[src/rtl/change_dispense_ctrl.sv]
// Change dispenser: plans a dime-first payout against live inventory, ejects one coin per clock.
// Latency: CHECK one cycle after accept, coin pulses from the second cycle, done/fail one cycle after the last coin.
// Backpressure: req_ready only in IDLE; restock_ack only in IDLE with no competing request (caller holds restock).
module change_dispense_ctrl #(
    parameter int CNT_W       = 8,
    parameter int AMT_W       = 6,
    parameter int NICKEL_INIT = 0,
    parameter int DIME_INIT   = 0
) (
    input  logic             clock,
    input  logic             reset,
    input  logic             req_valid,
    input  logic [AMT_W-1:0] req_amount,
    output logic             req_ready,
    input  logic             restock_valid,
    input  logic             restock_dime,
    input  logic [CNT_W-1:0] restock_qty,
    output logic             restock_ack,
    output logic             nickel_out,
    output logic             dime_out,
    output logic             done,
    output logic             fail,
    output logic [CNT_W-1:0] nickel_count,
    output logic [CNT_W-1:0] dime_count
);

    // Common width wide enough to compare inventory counts against plan values.
    localparam int CW = ((CNT_W > AMT_W) ? CNT_W : AMT_W) + 1;

    typedef enum logic [2:0] {
        IDLE       = 3'd0,
        CHECK      = 3'd1,
        PAY_DIME   = 3'd2,
        PAY_NICKEL = 3'd3,
        DONE_ST    = 3'd4,
        FAIL_ST    = 3'd5
    } state_t;

    state_t state;
    state_t state_nxt;

    logic [AMT_W-1:0] amt_r;
    logic [AMT_W-1:0] d_plan_r;
    logic [AMT_W:0]   n_plan_r;

    logic [AMT_W-1:0] d_plan_c;
    logic [AMT_W:0]   n_plan_c;
    logic [CW-1:0]    dime_w;
    logic [CW-1:0]    half_w;
    logic [CW-1:0]    nick_w;
    logic [CW-1:0]    nplan_w;
    logic             plan_short;

    logic             nickel_out_d;
    logic             dime_out_d;
    logic             done_d;
    logic             fail_d;

    logic [CNT_W:0]   nickel_sum;
    logic [CNT_W:0]   dime_sum;
    logic [CNT_W-1:0] nickel_sat;
    logic [CNT_W-1:0] dime_sat;

    // Payout plan: take as many dimes as possible, remainder in nickels, then see if nickels cover it.
    always_comb begin
        dime_w     = CW'(dime_count);
        half_w     = CW'(amt_r >> 1);
        d_plan_c   = (dime_w < half_w) ? AMT_W'(dime_count) : (amt_r >> 1);
        n_plan_c   = {1'b0, amt_r} - {d_plan_c, 1'b0};
        nick_w     = CW'(nickel_count);
        nplan_w    = CW'(n_plan_c);
        plan_short = (nplan_w > nick_w);
    end

    // Saturating restock sums; a carry out means the counter would wrap, so clamp to all ones.
    always_comb begin
        nickel_sum = {1'b0, nickel_count} + {1'b0, restock_qty};
        dime_sum   = {1'b0, dime_count} + {1'b0, restock_qty};
        nickel_sat = nickel_sum[CNT_W] ? {CNT_W{1'b1}} : nickel_sum[CNT_W-1:0];
        dime_sat   = dime_sum[CNT_W] ? {CNT_W{1'b1}} : dime_sum[CNT_W-1:0];
    end

    // State register.
    always_ff @(posedge clock or posedge reset) begin
        if (reset) begin
            state <= IDLE;
        end else begin
            state <= state_nxt;
        end
    end

    // Next-state logic; plan counters reaching one means this is the last coin of that kind.
    always_comb begin
        state_nxt = state;
        case (state)
            IDLE: begin
                if (req_valid) begin
                    state_nxt = CHECK;
                end
            end
            CHECK: begin
                if (amt_r == '0) begin
                    state_nxt = DONE_ST;
                end else if (plan_short) begin
                    state_nxt = FAIL_ST;
                end else if (d_plan_c != '0) begin
                    state_nxt = PAY_DIME;
                end else begin
                    state_nxt = PAY_NICKEL;
                end
            end
            PAY_DIME: begin
                if (d_plan_r == AMT_W'(1)) begin
                    state_nxt = (n_plan_r != '0) ? PAY_NICKEL : DONE_ST;
                end
            end
            PAY_NICKEL: begin
                if (n_plan_r == (AMT_W+1)'(1)) begin
                    state_nxt = DONE_ST;
                end
            end
            DONE_ST: state_nxt = IDLE;
            FAIL_ST: state_nxt = IDLE;
            default: state_nxt = IDLE;
        endcase
    end

    // Output decode: handshakes from the current state, pulses pre-decoded from the next state.
    always_comb begin
        req_ready    = (state == IDLE);
        restock_ack  = restock_valid && (state == IDLE) && !req_valid;
        dime_out_d   = (state_nxt == PAY_DIME);
        nickel_out_d = (state_nxt == PAY_NICKEL);
        done_d       = (state_nxt == DONE_ST);
        fail_d       = (state_nxt == FAIL_ST);
    end

    // Registered pulses, high in exactly the cycles spent in the matching state.
    always_ff @(posedge clock or posedge reset) begin
        if (reset) begin
            nickel_out <= 1'b0;
            dime_out   <= 1'b0;
            done       <= 1'b0;
            fail       <= 1'b0;
        end else begin
            nickel_out <= nickel_out_d;
            dime_out   <= dime_out_d;
            done       <= done_d;
            fail       <= fail_d;
        end
    end

    // Request latch and plan counters, loaded in CHECK and counted down while paying.
    always_ff @(posedge clock or posedge reset) begin
        if (reset) begin
            amt_r    <= '0;
            d_plan_r <= '0;
            n_plan_r <= '0;
        end else begin
            case (state)
                IDLE: begin
                    if (req_valid) begin
                        amt_r <= req_amount;
                    end
                end
                CHECK: begin
                    d_plan_r <= d_plan_c;
                    n_plan_r <= n_plan_c;
                end
                PAY_DIME:   d_plan_r <= d_plan_r - AMT_W'(1);
                PAY_NICKEL: n_plan_r <= n_plan_r - (AMT_W+1)'(1);
                default: ;
            endcase
        end
    end

    // Inventory: restock only when acknowledged, decrement alongside each eject pulse.
    always_ff @(posedge clock or posedge reset) begin
        if (reset) begin
            nickel_count <= CNT_W'(NICKEL_INIT);
            dime_count   <= CNT_W'(DIME_INIT);
        end else if (restock_ack) begin
            if (restock_dime) begin
                dime_count <= dime_sat;
            end else begin
                nickel_count <= nickel_sat;
            end
        end else if (state == PAY_DIME) begin
            dime_count <= dime_count - CNT_W'(1);
        end else if (state == PAY_NICKEL) begin
            nickel_count <= nickel_count - CNT_W'(1);
        end
    end

endmodule
[config.mk]
export PLATFORM = sky130hd
export DESIGN_NAME = change_dispense_ctrl
export DESIGN_NICKNAME = d
export VERILOG_FILES = /design/src/rtl/change_dispense_ctrl.sv
export SDC_FILE = /design/constraint.sdc
export NUM_CORES = 1
export LEC_CHECK = 0
export CAP_MARGIN = 5
export CORE_ASPECT_RATIO = 1.2
export CORE_UTILIZATION = 60
export CTS_BUF_LIST = sky130_fd_sc_hd__clkbuf_4
export CTS_CLUSTER_DIAMETER = 60
export DETAILED_ROUTE_END_ITERATION = 16
export GPL_TIMING_DRIVEN = 0
export PLACE_DENSITY = 0.93
export SLEW_MARGIN = 10
export SYNTH_ARGS = -nofsm -noshare
export SYNTH_HDL_FRONTEND = slang
export SYNTH_SLANG_ARGS = --single-unit
[constraint.sdc]
create_clock -name clock -period 6.8 [get_ports clock]
set_input_delay 1.02 -clock clock [delete_from_list [all_inputs] [get_ports clock]]
set_output_delay 1.02 -clock clock [all_outputs]
set_load 0.01 [all_outputs]
-- Yosys cells after proc, flatten, opt, wreduce, memory -nomap -nowiden
Cells that the tools add are included.
Widths: inputs -> output; s select.
- input bits: 19
- word-level logic and storage cells: 65
- output and inout port bits: 22
- bits in registers: 42
- $lt $le $gt $ge: 2
- reduce and logical (&&, ||, !) cells: 14
- multiplexer cells: 20
- equality and inequality tests: 12
- add/subtract/negate cells: 7
- operators with widths (cell ; count):
    $mux 8 ; 9
    $add 8x8->9 ; 2
    $mux 3 ; 6
    $sub 8x1->8 const B ; 2
    $pmux 7 s2 ; 1
    $eq 3x2->1 const B ; 4
    $pmux 3 s4 ; 1
    $pmux 6 s2 ; 1
    $gt 7x8->1 ; 1
    $lt 8x5->1 ; 1
    $reduce_bool 2->1 ; 4
    $eq 7x1->1 const B ; 1
    $reduce_bool 7->1 ; 1
    $sub 6x7->7 ; 1
    $sub 7x1->7 const B ; 1
    $eq 3x3->1 const B ; 2
    $eq 6x1->1 const B ; 1
    $logic_not 6->1 ; 1
    $mux 6 ; 1
    $ne 2x2->1 const B ; 3
    $reduce_bool 6->1 ; 1
    $sub 6x1->6 const B ; 1
    $reduce_and 2->1 ; 2
    $eq 3x1->1 const B ; 1
    other kinds (5) ; 6

-- Longest topological paths before layout
Gate-level depths: netlist (run 1).
- word-level depth: 8
- gate-level depth with buffers: 23

-- Worst setup path before layout (run 1)
Ideal clock, no wire load.
- path kind: reg-to-reg
- start: reg amt_r[4]
- end: reg dime_out
- library setup time: 120 ps
- clock period less this slack: 4376 ps
- data arrival time: 4256 ps
- slack: 2424 ps
- cell stages (with the launch flop): 23
- cell sequence: dfrtp_1 -> clkbuf_1 -> inv_1 -> ha_1 -> nand2_1 -> o311a_1 -> or2_1 -> buf_6 -> o21ai_0 -> ha_1 -> inv_1 -> ha_1 -> inv_1 -> a31oi_1 -> maj3_1 -> a22oi_2 -> xnor2_1 -> ha_1 -> nand4_1 -> o22ai_1 -> a211oi_1 -> o21ai_0 -> o211a_1
- word-level cells in the longest chain between the ends: 8
- elaborated cells between the ends (all ways): 11
- RTL lines (item ; line ; source):
    start, declared ; 42 ; logic [AMT_W-1:0] amt_r;
    start signal, assigned ; 163 ; amt_r <= req_amount;
    $lt 8x5->1 ; 68 ; d_plan_c = (dime_w < half_w) ? AMT_W'(dime_count) : (amt_r >> 1);
    $mux 6 ; 68 ;
    $sub 6x7->7 or $reduce_bool 6->1 (tied branches) ; 69, 106 ;
    $gt 7x8->1 or $mux 1 (tied branches) ; 72, 106 ;
    $mux 3 ; 104 ; end else if (plan_short) begin
    $mux 3 * ; 102 ; if (amt_r == '0) begin
    $pmux 3 s4 * ; 95 ; case (state)
    $eq 3x2->1 * ; 132 ; dime_out_d = (state_nxt == PAY_DIME);
    via dime_out_d ; 55 ; logic dime_out_d;
    end signal, assigned ; 147 ; dime_out <= dime_out_d;
    end, declared ; 20 ; output logic dime_out,
Mark *: on every way through the listed nets, which the timed path passes. The rest lies on a longest branch.
A chain may end at the register's enable or synchronous reset.

-- Worst setup path in the final report (run 1)
Same ends and word-level chain as after synthesis.

==> results of run 1 <==
-- state kept, by name, indices dropped and copies added (netlist names) --
signal	cells
d_plan_r	6
dime_out	1
nickel_count	8
dime_count	8
fail	1
state	3
done	1
nickel_out	1
n_plan_r	7
amt_r	6
-- area by class of cell --
type,count,area (sq um)
Buffer,13,60.1
Clock buffer,7,52.6
Fill cell,386,1570
Inverter,34,128
Multi-Input combinational cell,332,2260
Sequential cell,42,1050
Tap cell,64,80.1
Timing Repair Buffer,41,428
-- worst max-delay path, cell delays in order, from the launching register on --
cell and delay [ps]:
dfrtp_1 340, clkbuf_1 300, inv_1 100, ha_1 310, nand2_1 60, o311a_1 370
or2_1 250, buf_6 130, o21ai_0 260, ha_1 280, inv_1 60, ha_1 230
inv_1 110, a31oi_1 90, maj3_1 380, a22oi_2 210, xnor2_1 230, ha_1 320
nand4_1 100, o22ai_1 70, a211oi_1 540, o21ai_0 250, o211a_1 180
-- power groups by stage --
stage	Clock, mW	Sequential (mW)	Combinational [mW]
final	0.131	0.250	0.0402
after CTS	0.126	0.250	0.0402
after global placement	0	0.255	0.0364
after global routing	0.139	0.250	0.0443
after floorplan	0	0.254	0.0201
after detailed placement	0	0.254	0.0401
-- kinds of logic after synthesis --
| logic type | count (synthesis) | synth area share [%] |
|---|---|---|
| adder cells (fa/ha/maj) | 39 | 14.3 |
| flip-flops | 42 | 30.0 |
| XOR/XNOR | 11 | 2.75 |
| AO/OA/AOI/OAI | 131 | 24.7 |
| multiplexers | 2 | 0.572 |
| buffers and inverters | 47 | 5.36 |
| AND/OR/NAND/NOR | 149 | 22.2 |
-- placed cells by master, fill, tap and decap left out, drive strengths merged, types with 3 or more instances in the layout --
cell type	n
a221o	3
a211oi	9
nor4	4
a221oi	5
clkbuf	16
nand2	32
nand4b	3
and2	6
nor3	13
nand3	12
or3	9
nor2b	9
xnor2	5
o211ai	7
o21a	7
a2111oi	3
nand2b	10
nor2	36
a31oi	3
ha	36
o221ai	3
dfrtp	42
clkdlybuf4s50	40
a21o	7
inv	34
a21oi	38
buf	5
o21ai	29
xor2	6
-- metal layers --
metal	track usage, %	wire [um]
met1	37.5	3670
met2	55.6	4770
met3	4.70	563
met4	15.9	353
met5	0	0
-- metrics by stage --
step | total power, mW | cell area [sq um]
2_1_floorplan | 0.275 | 3500
3_3_place_gp | 0.291 | 3980
3_5_place_dp | 0.295 | 4010
4_1_cts | 0.416 | 4060
5_1_grt | 0.433 | 4060
6_report | 0.421 | 4060
-- path summary, 6_finish.rpt --
check	endpoint	cells after the start	slack (ps)
max	dime_out$_DFF_PP0_	22	1530
min	d_plan_r[5]$_DFFE_PP0P_	1	490
max reg2reg	dime_out$_DFF_PP0_	22	1530
min reg2reg	d_plan_r[5]$_DFFE_PP0P_	1	490
max in group asynchronous	state[1]$_DFF_PP0_	3	5330
min in group asynchronous	nickel_count[0]$_DFFE_PP0P_	2	980
==> flow_metrics.py, run 1 <==
metrics = {
    "outcome": {
        "status": "finished, final reports clean",
    },
    "sta": {
        "grt_setup_unrepaired": "false",
        "finalHoldViolations": 0,
        "drv_slew": 0,
        "finalCriticalPeriod_ps": 5270,
        "setup_violations": 0,
        "relSlewSlack_pct": 48.3,
        "timing.hold.ws_ps": 489,
        "worst-slew-pin-transition_ps": 756,
        "fmax_mhz": 190,
        "clock_skew_ps": 18.2,
        "worst_slack_ps": 1530,
        "period_share_pct": 77.6,
        "setup-tns-final_ps": 0,
    },
    "drt": {
        "vias": 3447,
        "first_pass_iters": 5,
        "avgViaCountPerCell": 6.47,
        "drt_iter0_drc": 300,
        "postRouteAntennaNets": 0,
        "drt-total-wl_um": 9360,
        "drc": 0,
        "wl_per_cell_um": 17.6,
    },
    "cts": {
        "cts_max_path_buffers": 2,
        "ctsHtreeMaxLevel": 2,
        "clock-sinks": 42,
        "clock_latency_ps": 370,
        "post_cts_buffers": 0,
        "cts-buffers-inserted": 5,
        "cts_root_buf": "clkbuf_4",
        "holdBufCountCts": 0,
        "cts_resized": 0,
        "clk_pin_slew_ps": 120,
        "cts_tree": "done",
    },
    "power_and_ir_drop": {
        "leakage_nw": 1.82,
        "sw_frac_of_total_pct": 24.8,
        "power_frac_seq_pct": 59.3,
        "p_clk_share_pct": 31.1,
        "p_int_mw": 0.316,
        "switching_power_mw": 0.105,
        "powerDensity_nw_per_um2": 104,
        "pwr-share-comb_pct": 9.6,
        "max-vdd-ir-drop_v": 0.0000585,
    },
    "synthesis": {
        "syn_nets": 478,
        "syn_area_sq_um": 3500,
        "syn_inst": 421,
        "seq_area_frac_synth_pct": 30.0,
        "synth_ff_type": "dfrtp_1",
        "yosysTopAreaCell": "dfrtp_1",
        "yosysMostFrequentCell": "dfrtp_1",
        "ys_top_cells_by_area": "dfrtp_1 (30%), ha_1 (13%), a21oi_1 (5.4%)",
        "ys_types": 60,
        "syn_area_per_cell_sq_um": 8.31,
        "synth_common_cells": "dfrtp_1 (42), a21oi_1 (38), ha_1 (36), nor2_1 (36), inv_1 (34)",
        "yosysTopAreaCellShare_pct": 30.0,
        "synth_seq_cells": 42,
        "yosys_warnings": 0,
        "synth-edff-count": 0,
        "synthArstFlopShare_pct": 100,
    },
    "placed_design": {
        "hpwl_um": 7230,
        "place_ws_ps": 1620,
        "place_congestion": 0.903,
        "io_buffer_count": 40,
        "placedCellCount": 526,
    },
    "floorplan": {
        "num_rows": 30,
        "die-height_um": 85.6,
        "core_area_sq_um": 5630,
        "die_area_sq_um": 6140,
        "die_x_um": 71.7,
        "top_level_ports": 41,
        "start_util_pct": 62.1,
    },
    "final_layout": {
        "n_antenna_cell": 0,
        "areaGrowthSynthToFinish_pct": 16.0,
        "stdcell_count": 533,
        "drive_above_1_share_pct": 4.26,
        "postLayoutCoreUtil_pct": 72.1,
        "fin_nets": 526,
    },
    "global_route": {
        "grt_pass1_vias": 3408,
        "grt_max_degree": 23,
        "track_usage_pct": 31.7,
        "overflow": 0,
        "antenna_found_initial": 0,
        "grt_pass1_wl_um": 15300,
    },
    "worst_hold_path": {
        "holdCritPathClass": "reg2reg",
        "worstHoldStart": "d_plan_r[5]$_DFFE_PP0P_",
    },
    "flow_run": {
        "cap_violations": 0,
    },
    "setup_path": {
        "timing.rr.start": "amt_r[4]$_DFFE_PP0P_",
        "cp-startpoint": "amt_r[4]$_DFFE_PP0P_",
        "critical_path_arrival_ps": 5530,
        "setup.worst_path.class": "reg2reg",
        "worstPathRequired_ps": 7060,
        "path_max_fanout": 7,
        "start_kind": "flop",
        "critPathCaptureType": "flop",
    },
}
No activity file was read; power rests on OpenSTA's default activity.
==> inputs of run 2 (changes only) <==
--- a/config.mk
+++ b/config.mk
@@ -7,12 +7,12 @@
 export LEC_CHECK = 0
 export CAP_MARGIN = 5
 export CORE_ASPECT_RATIO = 1.2
-export CORE_UTILIZATION = 60
+export CORE_UTILIZATION = 59
 export CTS_BUF_LIST = sky130_fd_sc_hd__clkbuf_4
 export CTS_CLUSTER_DIAMETER = 60
 export DETAILED_ROUTE_END_ITERATION = 16
 export GPL_TIMING_DRIVEN = 0
-export PLACE_DENSITY = 0.93
+export PLACE_DENSITY = 0.92
 export SLEW_MARGIN = 10
 export SYNTH_ARGS = -nofsm -noshare
 export SYNTH_HDL_FRONTEND = slang
==> constraint.sdc (replaced) <==
create_clock -name clock -period 5.1 [get_ports clock]
set_input_delay 0.765 -clock clock [delete_from_list [all_inputs] [get_ports clock]]
set_output_delay 0.765 -clock clock [all_outputs]
set_load 0.01 [all_outputs]
==> flow_metrics.py, run 2 (synthesized netlist as in run 1, its figures left out) <==
metrics = {
    "sta": {
        "setup_violations": 0,
        "finalCriticalPeriod_ps": 4900,
        "worst-slew-pin-transition_ps": 668,
        "timing.hold.ws_ps": 501,
        "drv_slew": 0,
        "finalHoldViolations": 0,
        "relSlewSlack_pct": 55.1,
        "clock_skew_ps": 13.9,
        "period_share_pct": 96.2,
        "worst_slack_ps": 196,
        "setup-tns-final_ps": 0,
        "fmax_mhz": 204,
    },
    "power_and_ir_drop": {
        "leakage_nw": 1.84,
        "switching_power_mw": 0.142,
        "power_frac_seq_pct": 54.1,
        "powerDensity_nw_per_um2": 150,
        "max-vdd-ir-drop_v": 0.000137,
        "p_clk_share_pct": 37.3,
        "sw_frac_of_total_pct": 23.1,
        "p_int_mw": 0.473,
        "power_mw": 0.616,
        "pwr-share-comb_pct": 8.6,
    },
    "final_layout": {
        "n_antenna_cell": 0,
        "regArea_sq_um": 1050,
        "drive_above_1_share_pct": 5.74,
        "final.fill_count": 435,
        "multi_input_area_sq_um": 2270,
        "fin_nets": 526,
        "layout_common_cells": "clkdlybuf4s50_1 (40), dfrtp_1 (39), a21oi_1 (38), nor2_1 (36), ha_1 (36)",
        "final_common_cell": "clkdlybuf4s50_1",
        "areaGrowthSynthToFinish_pct": 17.7,
        "reg_top3": "dime_count: 8 flops, nickel_count: 8 flops, n_plan_r: 7 flops",
    },
    "drt": {
        "drc": 0,
        "vias": 3564,
        "drt_iter0_drc": 367,
        "wl_per_cell_um": 17.7,
        "first_pass_iters": 5,
        "postRouteAntennaNets": 0,
        "avgViaCountPerCell": 6.48,
        "drt-total-wl_um": 9750,
    },
    "worst_hold_path": {
        "holdCritPathClass": "reg2reg",
    },
    "global_route": {
        "grt_pass1_wl_um": 15800,
        "track_usage_pct": 32.5,
        "overflow": 0,
        "grt_max_degree": 27,
        "antenna_found_initial": 0,
        "grt_pass1_vias": 3408,
    },
    "cts": {
        "clock_latency_ps": 360,
        "ctsHtreeMaxLevel": 2,
        "cts_max_path_buffers": 2,
        "cts-buffers-inserted": 5,
        "cts_root_buf": "clkbuf_4",
        "holdBufCountCts": 0,
        "clock-sinks": 42,
        "clk_pin_slew_ps": 120,
        "cts_tree": "done",
    },
    "setup_path": {
        "crit_path_max_incr_delay_ps": 470,
        "worstPathRequired_ps": 5400,
        "setup.worst_path.class": "reg2reg",
        "cp_common_cell": "ha_1",
        "path_cells": "inv_1, ha_1, nand2_1, o311a_1, or2_1, buf_6, o21ai_1, ha_1, inv_1, ha_1, inv_1, a31oi_1, maj3_1, a22oi_2, xnor2_1, ha_1, o21a_1, o22ai_1, a211oi_2, buf_4, o21ai_0, o211a_1",
        "critPathCaptureType": "flop",
        "critical_path_arrival_ps": 5210,
        "cpMaxStageDelayCell": "dfrtp_2",
        "critPathTopFamily": "compound AO/OA/AOI/OAI gates",
        "start_kind": "flop",
        "path_max_fanout": 7,
        "worst-path-buf-inv": 5,
    },
    "floorplan": {
        "core_area_sq_um": 5670,
        "num_rows": 30,
        "start_util_pct": 61.7,
        "die-height_um": 86.4,
        "die_x_um": 72.3,
        "top_level_ports": 41,
        "die_area_sq_um": 6240,
    },
    "flow_run": {
        "cap_violations": 0,
    },
    "placed_design": {
        "hpwl_um": 7300,
        "io_buffer_count": 40,
        "place_ws_ps": -133,
        "place_congestion": 0.907,
    },
    "outcome": {
        "status": "finished, final reports clean",
    },
}
run 2: changes by cell type in the layout (fill, tap and decap cells not counted), sizes merged:
cell,before,now
buf,5,6
bufinv,0,1
clkbuf,16,15
run 2: power groups by stage:
stage / Sequential [mW] / Combinational (mW) / Clock [mW]
after floorplan: 0.339 / 0.0268 / 0
after global placement: 0.339 / 0.0487 / 0
after global routing: 0.333 / 0.0585 / 0.244
final: 0.333 / 0.0532 / 0.230
after CTS: 0.333 / 0.0531 / 0.228
after detailed placement: 0.339 / 0.0528 / 0
run 2: cell type report:
cell class	count	area share, %
buffer	12	1.37
clock buffer	7	1.28
clock inverter	1	0.729
inverter	34	3.10
multi-input combinational	332	55.1
sequential	42	25.6
tap	80	2.43
timing repair buffer	42	10.4
run 2: metal layers:
| metal | GRT usage (%) | share of wire, % | wire [um] |
|---|---|---|---|
| met1 | 37.3 | 38 | 3670 |
| met2 | 58.6 | 51 | 4990 |
| met5 | 0 | 0 | 0 |
| met3 | 4.53 | 6.7 | 652 |
| met4 | 15.5 | 4.6 | 444 |
run 2: stage by stage:
stage | util [%] | std cells | instance area [sq um]
after detailed placement | 70.9 | 542 | 4020
after floorplan | - | 421 | 3500
after global routing | 72.6 | 550 | 4120
after global placement | 70.6 | 541 | 4000
final | 72.6 | 550 | 4120
after CTS | 72.5 | 550 | 4110
run 2: final timing paths:
kind	from	endpoint	slack, ps	depth (start not counted)
max in group asynchronous	reset	amt_r[4]$_DFFE_PP0P_	3910	3
max reg2reg	amt_r[4]$_DFFE_PP0P_	dime_out$_DFF_PP0_	200	22
min	d_plan_r[5]$_DFFE_PP0P_	d_plan_r[5]$_DFFE_PP0P_	500	1
min reg2reg	d_plan_r[5]$_DFFE_PP0P_	d_plan_r[5]$_DFFE_PP0P_	500	1
max	amt_r[4]$_DFFE_PP0P_	dime_out$_DFF_PP0_	200	22
min in group asynchronous	reset	nickel_count[1]$_DFFE_PP0P_	690	2
run 2: what timing repair did:
action | 4_1_cts | 5_1_grt
setup endpoints to repair | 3 | 6
pin swaps | 0 | 1
hold endpoints to repair | 0 | 0
gates resized for setup | 2 | 5
buffers inserted | 0 | 1
==> inputs of run 3 (changes only) <==
--- a/config.mk
+++ b/config.mk
@@ -13,6 +13,7 @@
 export DETAILED_ROUTE_END_ITERATION = 16
 export GPL_TIMING_DRIVEN = 0
 export PLACE_DENSITY = 0.92
+export REMOVE_ABC_BUFFERS = 1
 export SLEW_MARGIN = 10
 export SYNTH_ARGS = -nofsm -noshare
 export SYNTH_HDL_FRONTEND = slang
==> flow_metrics.py, run 3 (synthesized netlist as in run 1, its figures left out) <==
metrics = {
    "drt": {
        "drt-total-wl_um": 8900,
        "wl_per_cell_um": 16.6,
        "postRouteAntennaNets": 0,
        "vias": 3418,
        "avgViaCountPerCell": 6.36,
        "drc": 0,
        "first_pass_iters": 4,
        "drt_iter0_drc": 288,
    },
    "cts": {
        "cts_tree": "done",
        "cts-buffers-inserted": 5,
        "ctsHtreeMaxLevel": 2,
        "holdBufCountCts": 0,
        "post_cts_buffers": 0,
        "clock_latency_ps": 360,
        "clk_pin_slew_ps": 130,
        "clock-sinks": 42,
        "cts_max_path_buffers": 2,
        "cts_root_buf": "clkbuf_4",
    },
    "setup_path": {
        "setup.worst_path.class": "reg2reg",
        "path_cells": "inv_1, ha_1, nand2_1, o311a_1, or2_4, o21ai_0, ha_1, inv_1, ha_1, inv_1, a31oi_1, maj3_1, a22oi_2, xnor2_1, ha_1, nand4_1, o22ai_1, a211oi_2, o21ai_0, o211a_1",
        "crit_path_max_incr_delay_ps": 510,
        "path_max_fanout": 14,
        "cpMaxStageDelayCell": "dfrtp_1",
        "worst-path-buf-inv": 3,
        "critPathTopFamily": "compound AO/OA/AOI/OAI gates",
        "start_kind": "flop",
        "cp_common_cell": "ha_1",
        "critical_path_arrival_ps": 4970,
        "worstPathRequired_ps": 5350,
        "critPathCaptureType": "flop",
    },
    "global_route": {
        "track_usage_pct": 30.9,
        "antenna_found_initial": 0,
        "grt_pass1_wl_um": 15200,
        "overflow": 0,
        "grt_max_degree": 25,
        "grt_pass1_vias": 3356,
    },
    "floorplan": {
        "top_level_ports": 41,
        "start_util_pct": 61.7,
        "core_area_sq_um": 5670,
        "die-height_um": 86.4,
        "num_rows": 30,
        "die_x_um": 72.3,
        "die_area_sq_um": 6240,
    },
    "final_layout": {
        "regArea_sq_um": 1050,
        "final_common_cell": "dfrtp_1",
        "areaGrowthSynthToFinish_pct": 15.3,
        "n_antenna_cell": 0,
        "reg_top3": "dime_count: 8 flops, nickel_count: 8 flops, n_plan_r: 7 flops",
        "drive_above_1_share_pct": 4.16,
        "fin_nets": 513,
        "final.fill_count": 441,
        "layout_common_cells": "dfrtp_1 (42), clkdlybuf4s50_1 (40), a21oi_1 (38), nor2_1 (36), ha_1 (36)",
        "fin_area_sq_um": 4030,
        "multi_input_area_sq_um": 2270,
    },
    "power_and_ir_drop": {
        "powerDensity_nw_per_um2": 138,
        "leakage_nw": 1.80,
        "power_mw": 0.555,
        "max-vdd-ir-drop_v": 0.0000947,
    },
    "sta": {
        "drv_slew": 0,
        "grt_setup_unrepaired": "false",
        "finalHoldViolations": 0,
        "worst-slew-pin-transition_ps": 801,
        "finalCriticalPeriod_ps": 4710,
        "period_share_pct": 92.4,
        "clock_skew_ps": 6.32,
        "worst_slack_ps": 387,
        "setup-tns-final_ps": 0,
        "relSlewSlack_pct": 46.5,
        "setup_violations": 0,
        "fmax_mhz": 212,
    },
    "placed_design": {
        "place_congestion": 0.892,
        "dpl-instance-area_sq_um": 3970,
        "io_buffer_count": 40,
        "hpwl_um": 6840,
        "place_ws_ps": 79.6,
    },
    "outcome": {
        "status": "finished, final reports clean",
    },
    "flow_run": {
        "cap_violations": 0,
    },
    "worst_hold_path": {
        "holdCritPathClass": "reg2reg",
    },
}
==> run 3: cell types whose count changed in the layout (fill, tap and decap cells not counted), sizes merged <==
cell and change:
clkbuf -10, clkinvlp +1, buf -5, bufinv -1
clkinv +2
==> run 3: worst paths after layout <==
path / from / to / slack, ps / cells past startpoint
worst min register to register: d_plan_r[5]$_DFFE_PP0P_ / d_plan_r[5]$_DFFE_PP0P_ / 490 / 1
worst max register to register: amt_r[4]$_DFFE_PP0P_ / dime_out$_DFF_PP0_ / 390 / 20
max in group asynchronous: reset / amt_r[2]$_DFFE_PP0P_ / 3910 / 3
worst max-delay path: amt_r[4]$_DFFE_PP0P_ / dime_out$_DFF_PP0_ / 390 / 20
min in group asynchronous: reset / nickel_count[0]$_DFFE_PP0P_ / 720 / 2
worst min-delay path: d_plan_r[5]$_DFFE_PP0P_ / d_plan_r[5]$_DFFE_PP0P_ / 490 / 1
==> run 3: power by group <==
group / internal [mW] / switching [mW]
Sequential: 0.333 / 0
Combinational: 0.0263 / 0.0280
Clock: 0.0514 / 0.116
Total: 0.411 / 0.144
==> run 3: per-layer routing <==
metal	share of wire, %	vias to the layer above	wire [um]	GRT usage, %
li1	-	1613	-	-
met5	0	-	0	0
met3	5.6	40	496	4.42
met1	40	1616	3570	36.4
met2	50	149	4460	53.7
met4	4.2	0	377	16.9
==> run 3: area by class of cell <==
class,count,area share [%]
clock inverters,3,0.403
inverters,34,3.16
clock buffers,5,0.931
repair buffers,41,10.6
flip-flops and latches,42,26.1
multi-input cells,332,56.4
well taps,80,2.48
==> run 3: metrics by stage <==
stage | util, % | std cells | hold slack [ps]
floorplan | - | 408 | 447
global placement | 69.5 | 528 | 460
detailed placement | 70.0 | 529 | 473
CTS | 70.9 | 537 | 493
global route | 71.2 | 537 | 527
finish | 71.2 | 537 | 489
==> run 3: worst register-to-register path, delay by kind of cell (launching register included) <==
| kind | cells | cell delay [ps] |
|---|---|---|
| xor gates and xnor gates | 1 | 190 |
| and+or+nand+nor | 3 | 480 |
| AOI/OAI and AO/OA | 8 | 1690 |
| DFF | 1 | 510 |
| adders and majority gates | 5 | 1450 |
| buffers and inverters | 3 | 280 |
==> run 3: timing repair <==
item / in CTS / in global routing
setup endpoints to repair: 0 / 6
hold endpoints to repair: 0 / 0
gates resized for setup: 0 / 4
